==> src/rtl/subckt_pkg.sv <==
// Shared types, constants and the golden response model for the sub-circuit stimulus driver.
package subckt_pkg;

  typedef enum logic [1:0] {
    ST_IDLE  = 2'd0,
    ST_RUN   = 2'd1,
    ST_DRAIN = 2'd2,
    ST_DONE  = 2'd3
  } state_e;

  // Feedback taps for x^4 + x^3 + 1 on a left-shifting 4-bit register.
  localparam logic [3:0] LFSR_TAPS     = 4'b1100;
  localparam logic [3:0] LFSR_SEED_DEF = 4'b0001;

  function automatic logic golden_exp(input logic [3:0] s);
    return (s[2] & (s[0] | s[1])) ^ (s[0] & s[1]);
  endfunction

endpackage

==> src/rtl/subckt_lfsr4.sv <==
// 4-bit Fibonacci LFSR (x^4 + x^3 + 1, period 15) with synchronous load and step enable.
module subckt_lfsr4
  import subckt_pkg::*;
(
  input  logic       clk,
  input  logic       rst,
  input  logic       load_i,
  input  logic [3:0] seed_i,
  input  logic       en_i,
  output logic [3:0] state_o
);

  logic [3:0] state_q, state_d;

  always_comb begin
    state_d = state_q;
    if (load_i) begin
      state_d = seed_i;
    end else if (en_i) begin
      state_d = {state_q[2:0], ^(state_q & LFSR_TAPS)};
    end
  end

  always_ff @(posedge clk or posedge rst) begin
    if (rst) begin
      state_q <= 4'h0;
    end else begin
      state_q <= state_d;
    end
  end

  assign state_o = state_q;

endmodule

==> src/rtl/subckt_stim_driver.sv <==
// Drives counting or LFSR patterns into a 4-input sub-circuit and counts responses that differ from the golden model.
// Toggle counting on {stim_o, resp_i} is built only when SUBCKT_TOGGLE_CNT_EN is defined.
module subckt_stim_driver
  import subckt_pkg::*;
#(
  parameter int unsigned PAT_W     = 16,
  parameter int unsigned RESP_LAT  = 0,
  parameter logic [3:0]  LFSR_SEED = LFSR_SEED_DEF
) (
  input  logic             clk,
  input  logic             rst,
  input  logic             start_i,
  input  logic             mode_i,
  input  logic [PAT_W-1:0] num_pat_i,
  output logic [3:0]       stim_o,
  input  logic             resp_i,
  output logic             busy_o,
  output logic             done_o,
  input  logic             ack_i,
  output logic [PAT_W-1:0] mism_cnt_o,
  output logic [PAT_W-1:0] tgl_cnt_o
);

  localparam logic [1:0] DRN_INIT = (RESP_LAT == 0) ? 2'd0 : 2'(RESP_LAT - 1);

  state_e           state_q, state_d;
  logic             mode_q, mode_d;
  logic [PAT_W-1:0] rem_q, rem_d;
  logic [1:0]       drn_q, drn_d;
  logic [3:0]       cnt_q, cnt_d;
  logic [PAT_W-1:0] mism_q, mism_d;
  logic             busy_q, busy_d;
  logic             done_q, done_d;

  logic             lfsr_load;
  logic             lfsr_en;
  logic [3:0]       lfsr_state;
  logic             start_acc;
  logic             run_now;
  logic             exp_now;
  logic             cmp_vld;
  logic             cmp_exp;

  assign start_acc = (state_q == ST_IDLE) && start_i;
  assign run_now   = (state_q == ST_RUN);

  subckt_lfsr4 u_lfsr (
    .clk     (clk),
    .rst     (rst),
    .load_i  (lfsr_load),
    .seed_i  (LFSR_SEED),
    .en_i    (lfsr_en),
    .state_o (lfsr_state)
  );

  assign stim_o  = mode_q ? lfsr_state : cnt_q;
  assign exp_now = golden_exp(stim_o);

  // rem_q counts patterns still to apply after the current one; the last pattern is held, not stepped.
  always_comb begin
    state_d   = state_q;
    mode_d    = mode_q;
    rem_d     = rem_q;
    drn_d     = drn_q;
    cnt_d     = cnt_q;
    mism_d    = mism_q;
    lfsr_load = 1'b0;
    lfsr_en   = 1'b0;

    unique case (state_q)
      ST_IDLE: begin
        if (start_i) begin
          mism_d = '0;
          if (num_pat_i == '0) begin
            state_d = ST_DONE;
          end else begin
            state_d   = ST_RUN;
            mode_d    = mode_i;
            rem_d     = num_pat_i - 1'b1;
            cnt_d     = 4'h0;
            lfsr_load = 1'b1;
          end
        end
      end
      ST_RUN: begin
        if (rem_q == '0) begin
          state_d = (RESP_LAT == 0) ? ST_DONE : ST_DRAIN;
          drn_d   = DRN_INIT;
        end else begin
          rem_d   = rem_q - 1'b1;
          cnt_d   = cnt_q + 4'd1;
          lfsr_en = mode_q;
        end
      end
      ST_DRAIN: begin
        if (drn_q == 2'd0) begin
          state_d = ST_DONE;
        end else begin
          drn_d = drn_q - 2'd1;
        end
      end
      ST_DONE: begin
        if (ack_i) begin
          state_d = ST_IDLE;
        end
      end
      default: state_d = ST_IDLE;
    endcase

    if (cmp_vld && (cmp_exp != resp_i) && (mism_q != '1)) begin
      mism_d = mism_q + 1'b1;
    end

    busy_d = (state_d == ST_RUN) || (state_d == ST_DRAIN);
    done_d = (state_d == ST_DONE);
  end

  always_ff @(posedge clk or posedge rst) begin
    if (rst) begin
      state_q <= ST_IDLE;
      mode_q  <= 1'b0;
      rem_q   <= '0;
      drn_q   <= 2'd0;
      cnt_q   <= 4'h0;
      mism_q  <= '0;
      busy_q  <= 1'b0;
      done_q  <= 1'b0;
    end else begin
      state_q <= state_d;
      mode_q  <= mode_d;
      rem_q   <= rem_d;
      drn_q   <= drn_d;
      cnt_q   <= cnt_d;
      mism_q  <= mism_d;
      busy_q  <= busy_d;
      done_q  <= done_d;
    end
  end

  assign busy_o     = busy_q;
  assign done_o     = done_q;
  assign mism_cnt_o = mism_q;

  // Expected-response delay line: a RUN-qualified valid bit travels with each expected value.
  generate
    if (RESP_LAT == 0) begin : g_nodly
      assign cmp_vld = run_now;
      assign cmp_exp = exp_now;
    end else begin : g_dly
      logic [RESP_LAT-1:0] vld_q, vld_d;
      logic [RESP_LAT-1:0] exp_q, exp_d;

      always_comb begin
        vld_d = (vld_q << 1) | RESP_LAT'(run_now);
        exp_d = (exp_q << 1) | RESP_LAT'(exp_now);
      end

      always_ff @(posedge clk or posedge rst) begin
        if (rst) begin
          vld_q <= '0;
          exp_q <= '0;
        end else begin
          vld_q <= vld_d;
          exp_q <= exp_d;
        end
      end

      assign cmp_vld = vld_q[RESP_LAT-1];
      assign cmp_exp = exp_q[RESP_LAT-1];
    end
  endgenerate

`ifdef SUBCKT_TOGGLE_CNT_EN
  logic [4:0]       tvec_q, tvec_d;
  logic [PAT_W-1:0] tgl_q, tgl_d;
  logic [2:0]       hd;
  logic [PAT_W:0]   tgl_sum;

  always_comb begin
    tvec_d  = {stim_o, resp_i};
    hd      = 3'($countones(tvec_d ^ tvec_q));
    tgl_sum = {1'b0, tgl_q} + (PAT_W + 1)'(hd);
    tgl_d   = tgl_q;
    if (start_acc) begin
      tgl_d = '0;
    end else if (busy_q) begin
      tgl_d = tgl_sum[PAT_W] ? '1 : tgl_sum[PAT_W-1:0];
    end
  end

  always_ff @(posedge clk or posedge rst) begin
    if (rst) begin
      tvec_q <= 5'h00;
      tgl_q  <= '0;
    end else begin
      tvec_q <= tvec_d;
      tgl_q  <= tgl_d;
    end
  end

  assign tgl_cnt_o = tgl_q;
`else
  assign tgl_cnt_o = '0;
`endif

endmodule

==> config.mk <==
export PLATFORM = sky130hd
export DESIGN_NAME = subckt_stim_driver
export DESIGN_NICKNAME = d
export VERILOG_FILES = /design/src/rtl/subckt_pkg.sv /design/src/rtl/subckt_lfsr4.sv /design/src/rtl/subckt_stim_driver.sv
export SDC_FILE = /design/constraint.sdc
export NUM_CORES = 1
export LEC_CHECK = 0
export CAP_MARGIN = 40
export CORE_ASPECT_RATIO = 1.4
export CORE_MARGIN = 8
export CORE_UTILIZATION = 58
export CTS_CLUSTER_SIZE = 12
export DETAILED_ROUTE_END_ITERATION = 16
export PLACE_DENSITY_LB_ADDON = 0.15
export SLEW_MARGIN = 5
export SYNTH_ARGS = -nofsm -noshare
export SYNTH_HDL_FRONTEND = slang
export SYNTH_SLANG_ARGS = --single-unit
==> constraint.sdc <==
create_clock -name clk -period 5.6 [get_ports clk]
set_input_delay 0.84 -clock clk [delete_from_list [all_inputs] [get_ports clk]]
set_output_delay 0.84 -clock clk [all_outputs]
set_load 0.01 [all_outputs]
# == Yosys cells after proc, flatten, opt, wreduce, memory -nomap -nowiden ==
# Index checks and enable logic that the tools add are counted.
# totals
ff_bits,47
elab_cells,77
# classes
add_sub_neg,5
n_eq_ne,13
n_mux,28
bitwise,5
reduce_logical,17
# op_table
op,n
$mux W16,6
$logic_not A16 Y1,2
$pmux W16 S2,1
$sub A16 B1 Y16 const B,2
$mux W4,6
$add A16 B1 Y16 const B,1
$ne A16 B16 Y1 const B,1
$mux W2,7
$reduce_bool A2 Y1,5
$eq A2 B2 Y1 const B,4
$ne A2 B2 Y1 const B,4
$pmux W2 S4,1
$pmux W4 S2,1
$reduce_and A3 Y1,2
$mux W1,5
$add A4 B1 Y4 const B,1
$eq A2 B1 Y1 const B,2
$logic_not A2 Y1,2
$pmux W2 S2,1
$reduce_and A4 Y1,1
$reduce_xor A4 Y1,1
$and A1 B1 Y1,2
$logic_and A1 B1 Y1,2
$ne A2 B1 Y1 const B,1
other kinds (7),7

# == Logic depth before layout (Yosys ltp) ==
# depth
depth_word,9
depth_mapped,15
mapped_depth_nobuf,10

# == Hierarchy ==
# From an unflattened synthesis, not the netlist that was laid out.
# unflattened
cells_unflattened,419
area_unflattened_um2,3485.8
# modules_own_cells
mod,n_inst,cells_per_inst,area_each_um2,seq_area_each_um2
subckt_stim_driver,1,400,3285.7,1076.0
subckt_lfsr4,1,19,200.2,100.1

# == Least setup slack after synthesis ==
# No wires, ideal clock.
# synth_timing
path_kind,register to register
startpoint,register state_q[1]
endpoint,register rem_q[14]
t_arrival_ns,3.568
t_required_ns,5.462
path_slack_ns,1.893
path_stages_with_launch,16
n_path_buf,5
path_cell_list,dfrtp_1 -> inv_1 -> ha_1 -> buf_2 -> buf_2 -> clkbuf_1 -> buf_2 -> buf_1 -> mux2i_1 -> ha_1 -> nor4bb_1 -> o21ai_1 -> a2111oi_2 -> nand3_1 -> a31oi_1 -> a21oi_1
# synth_between
elab_chain_cells,3
elab_cells_between_ends,8
# synth_rtl
item,line,rtl
start: declaration,subckt_stim_driver.sv:26,"state_e state_q, state_d;"
start signal: assignment,subckt_stim_driver.sv:129,state_q <= state_d;
$eq A2 B1 Y1 / $logic_not A2 Y1 (equally long branches),subckt_stim_driver.sv:70,unique case (state_q)
$ne A2 B2 Y1 (no line) / $reduce_bool A2 Y1 (equally long branches),-,
$reduce_and A4 Y1 (no line),-,
end signal: assignment,subckt_stim_driver.sv:131,rem_q <= rem_d;
end: declaration,subckt_stim_driver.sv:28,"logic [PAT_W-1:0] rem_q, rem_d;"
# Several ways; a longest one is shown, not always the timed one.
# A chain may end at the register's enable or synchronous reset.

# == Worst setup path in the final report ==
# Same ends and word-level chain as after synthesis.

==> impl_summary.txt <==
----------------------------------------------------
[STA]
  Pin slew with the least headroom to its limit ... 0.849 ns
  Final min period ... 3.52 ns
  Number of max-slew violations in the final report ... 0
  Final Skew ... 0.0131 ns
  # setup viols final ... 0
  Max Fclk ... 0.284 GHz
  Worst slew margin relative to its limit ... 43.0%
  Final hold violations ... 0
  Setup repair after global routing missed its margin ... no
  Hold WS ... 0.480 ns
  Final WS setup ... 2.08 ns
  Accumulated negative setup slack ... 0 ns
  Fin crit share ... 62.8%

[Hold path]
  Number of cells on the worst hold path ... 1
  Hold-critical path endpoint ... drn_q[0]
  Worst hold start ... drn_q[0]
  Worst hold-check path type ... flop to flop

[Cells and area]
  Filler cell count in the final layout ... 492
  N_diodes ... 0
  Finished Layout Cells ... 489
  Fraction of layout cells with a size suffix above 1 ... 8.59%
  Area Overhead vs Synth ... 14.5%
  Number of nets at the end of the flow ... 449
  Final core utilization ... 67.7%

[Clock network]
  Num Clock Sinks ... 47
  Skew-Pair Late Insertion Delay ... 0.31 ns
  Buffers inserted by post-CTS timing repair ... 0
  Post-cts gate resize count ... 0
  Number of H-tree branching levels ... 2
  Clock tree from TritonCTS ... done
  Cell at the root of the clock tree ... clkbuf_8
  Buffer depth of the longest clock path ... 2
  Clock transition time at the flip-flop clock pins of the worst setup and hold paths ... 0.09 ns
  Number of buffers added by the clock tree synthesis step ... 5
  Post-CTS Hold Buffers ... 0

[GRT]
  Antenna violations before repair ... 0
  Via count of the first global-routing pass ... 2914
  GRT met2 Usage ... 37.1%
  Met1 track demand over resource in global routing ... 22.6%
  Global Route met3 Usage ... 2.85%
  Maximum number of pins on one net before global-route repair ... 39
  Most congested layer reported by global routing ... met2
  Global Route Usage Sum ... 20.0%
  Global-route wire length before repair ... 14100 um
  GRT overflow ... 0

[Critical path]
  Crit path required time ... 5.78 ns
  Largest incremental delay on the critical path ... 0.54 ns
  Count of cells along the worst register-to-register path ... 10
  Reg2Reg Capture Point ... rem_q[14]
  List of cells traversed by the critical path ... inv_1 -> ha_2 -> mux2i_1 -> ha_1 -> nor4bb_1 -> o21ai_1 -> a2111oi_2 -> nand3_1 -> a31oi_1 -> a21oi_1
  Worst path arrival time ... 3.70 ns
  Worst R2R Start ... state_q[1]
  Crit. End Element ... flop
  Element type at the critical path start ... flop
  Category of the most critical setup path ... flop to flop
  Max FO, Critical Path ... 27
  Slowest library cell on the worst path ... ha_2
  Minimum setup slack among reg-to-reg paths ... 2.08 ns

[Routing]
  Average routed wire per standard cell ... 17.5 um
  DRT antenna net count ... 0
  Via density per instance ... 6.21
  DRC marker count from the first detailed-route iteration ... 178
  Final Routed Wirelength ... 8550 um
  Detailed Routing Iterations Pass 1 ... 4
  Via Count ... 3036
  Number of design rule violations left after detail routing ... 0

[Synthesis]
  Number of enable-type register cells in the synthesized netlist ... 0
  Most instantiated flip-flop cell in the synthesis netlist ... dfrtp_1
  Proportion of synthesized chip area in sequential cells ... 34.4%
  Count of warnings emitted by yosys ... 0
  Per-instance average area after synthesis ... 8.95 um2
  Post-synthesis register bit count ... 47
  Count of distinct cell types in the synthesized netlist ... 69
  Netlist area before placement ... 3420 um2
  Synth Instances ... 382
  FFs w/ async S/R, synth ... 100%

[Place]
  Placed cells ... 481
  Number of buffers added on ports ... 43
  Final estimated routing congestion in global placement ... 0.840
  DP Worst Slack ... 2.10 ns
  DP HPWL ... 6320 um

[Floorplan]
  Die Height ... 107 um
  Placeable core region ... 5780 um2
  Width of the die ... 80.9 um
  Full die area ... 8640 um2
  Number of ports placed on the die boundary ... 60
  Std cell rows ... 33
  Starting Density ... 59.2%

[Power and ir drop]
  Total leakage power ... 1.63 nW
  Worst voltage drop across the vdd grid ... 249 uV
  Total power per unit cell area ... 435 nW/um2

[Job]
  MaxCap Viol Count ... 0

[Run status]
  Outcome ... completed

----------------------------------------------------
## metrics by stage
step / area, um2 / power [mW]
final: 3920 / 1.70
after floorplan: 3480 / 1.25
after CTS: 3920 / 1.70
after global routing: 3920 / 1.83
after global placement: 3810 / 1.45
after detailed placement: 3830 / 1.48
## worst max-delay path by stage
stage	slack, ns	start	endpoint	cells after the start
after detailed placement	2.10	num_pat_i[0]	rem_q[14]	9
after CTS	2.10	state_q[1]	rem_q[11]	9
after floorplan	1.89	state_q[1]	rem_q[14]	15
after global routing	1.78	state_q[1]	rem_q[14]	10
final	2.08	state_q[1]	rem_q[14]	10
after global placement	2.25	state_q[1]	rem_q[11]	9
## critical path: cells and delay by family (launching register included)
kind | cells | cell delay (ns)
AND/OR/NAND/NOR | 2 | 0.58
multiplexers | 1 | 0.30
flip-flops | 1 | 0.43
adder cells (fa/ha/maj) | 2 | 0.82
buffers and inverters | 1 | 0.13
AO/OA/AOI/OAI | 4 | 1.12
## sequential cells by signal (all words and copies together) (netlist names)
| signal | flops |
|---|---|
| u_lfsr.state_o | 4 |
| busy_o | 1 |
| mode_q | 1 |
| drn_q | 2 |
| rem_q | 16 |
| mism_cnt_o | 16 |
| done_o | 1 |
| cnt_q | 4 |
| state_q | 2 |
## layout make-up
class | instances | area [um2] | area share (%)
clock inverters | 3 | 18.8 | 0.479
repair buffers | 46 | 465 | 11.9
multi-input cells | 305 | 2050 | 52.4
inverters | 13 | 48.8 | 1.25
well taps | 70 | 87.6 | 2.24
flip-flops and latches | 47 | 1180 | 30.0
clock buffers | 5 | 68.8 | 1.76
## synthesized netlist by cell type, types with 4 or more instances
cell	number	share of area (%)
a21o_1	4	0.88
a21oi_1	25	3.7
a22o_1	4	1.0
a31oi_1	7	1.3
and2_1	4	0.73
and3_1	8	1.5
buf_2	6	0.88
buf_4	18	4.0
clkbuf_1	5	0.55
dfrtp_1	47	34
ha_1	9	3.3
inv_1	13	1.4
mux2_2	6	2.0
mux2i_1	17	5.0
nand2_1	22	2.4
nand2b_1	4	0.73
nand3_1	20	2.9
nand4_1	5	0.91
nor2_1	29	3.2
nor2b_1	7	1.3
nor3_1	10	1.5
o211ai_1	12	2.6
o21ai_0	21	3.1
o22ai_1	4	0.73
o31ai_1	9	2.0
or3_1	6	1.1
xnor2_1	8	2.0
## per-layer routing
layer / part of all wire (%) / vias to the layer above
li1: - / 1467
met1: 39 / 1478
met2: 55 / 81
met3: 4.6 / 10
met4: 1.2 / 0
met5: 0 / -
## placed cells by master, fill, tap and decap left out, types with 5 or more instances in the layout
cell	synthesis	layout
nor3_1	10	10
or3_1	6	6
nand4_1	5	5
conb_1	1	16
o211ai_1	12	12
mux2_2	6	6
clkdlybuf4s50_1	0	43
a31oi_1	7	7
nand2_1	22	22
and3_1	8	8
nor2b_1	7	7
nor2_1	29	29
o21ai_0	21	21
clkbuf_8	0	5
a21oi_1	25	25
o31ai_1	9	9
dfrtp_1	47	47
xnor2_1	8	8
ha_1	9	8
inv_1	13	12
mux2i_1	17	17
nand3_1	20	20
## cell families after synthesis
| family | after synthesis | share of synthesized area [%] |
|---|---|---|
| buf+inv | 45 | 7.35 |
| simple gates | 135 | 21.7 |
| other cells | 1 | 0.110 |
| xor+xnor | 10 | 2.56 |
| fa+ha+maj | 9 | 3.29 |
| compound gates | 111 | 23.3 |
| flops | 47 | 34.4 |
| mux | 24 | 7.28 |
## power breakdown
part           total [mW]  leakage [nW]  switching, mW  internal, mW
clock network       0.216        0.0483          0.128        0.0883
registers           0.577         0.597          0.126         0.451
logic               0.910         0.980          0.540         0.370
total                1.70          1.63          0.794         0.909
No activity file was read; power rests on OpenSTA's default activity.
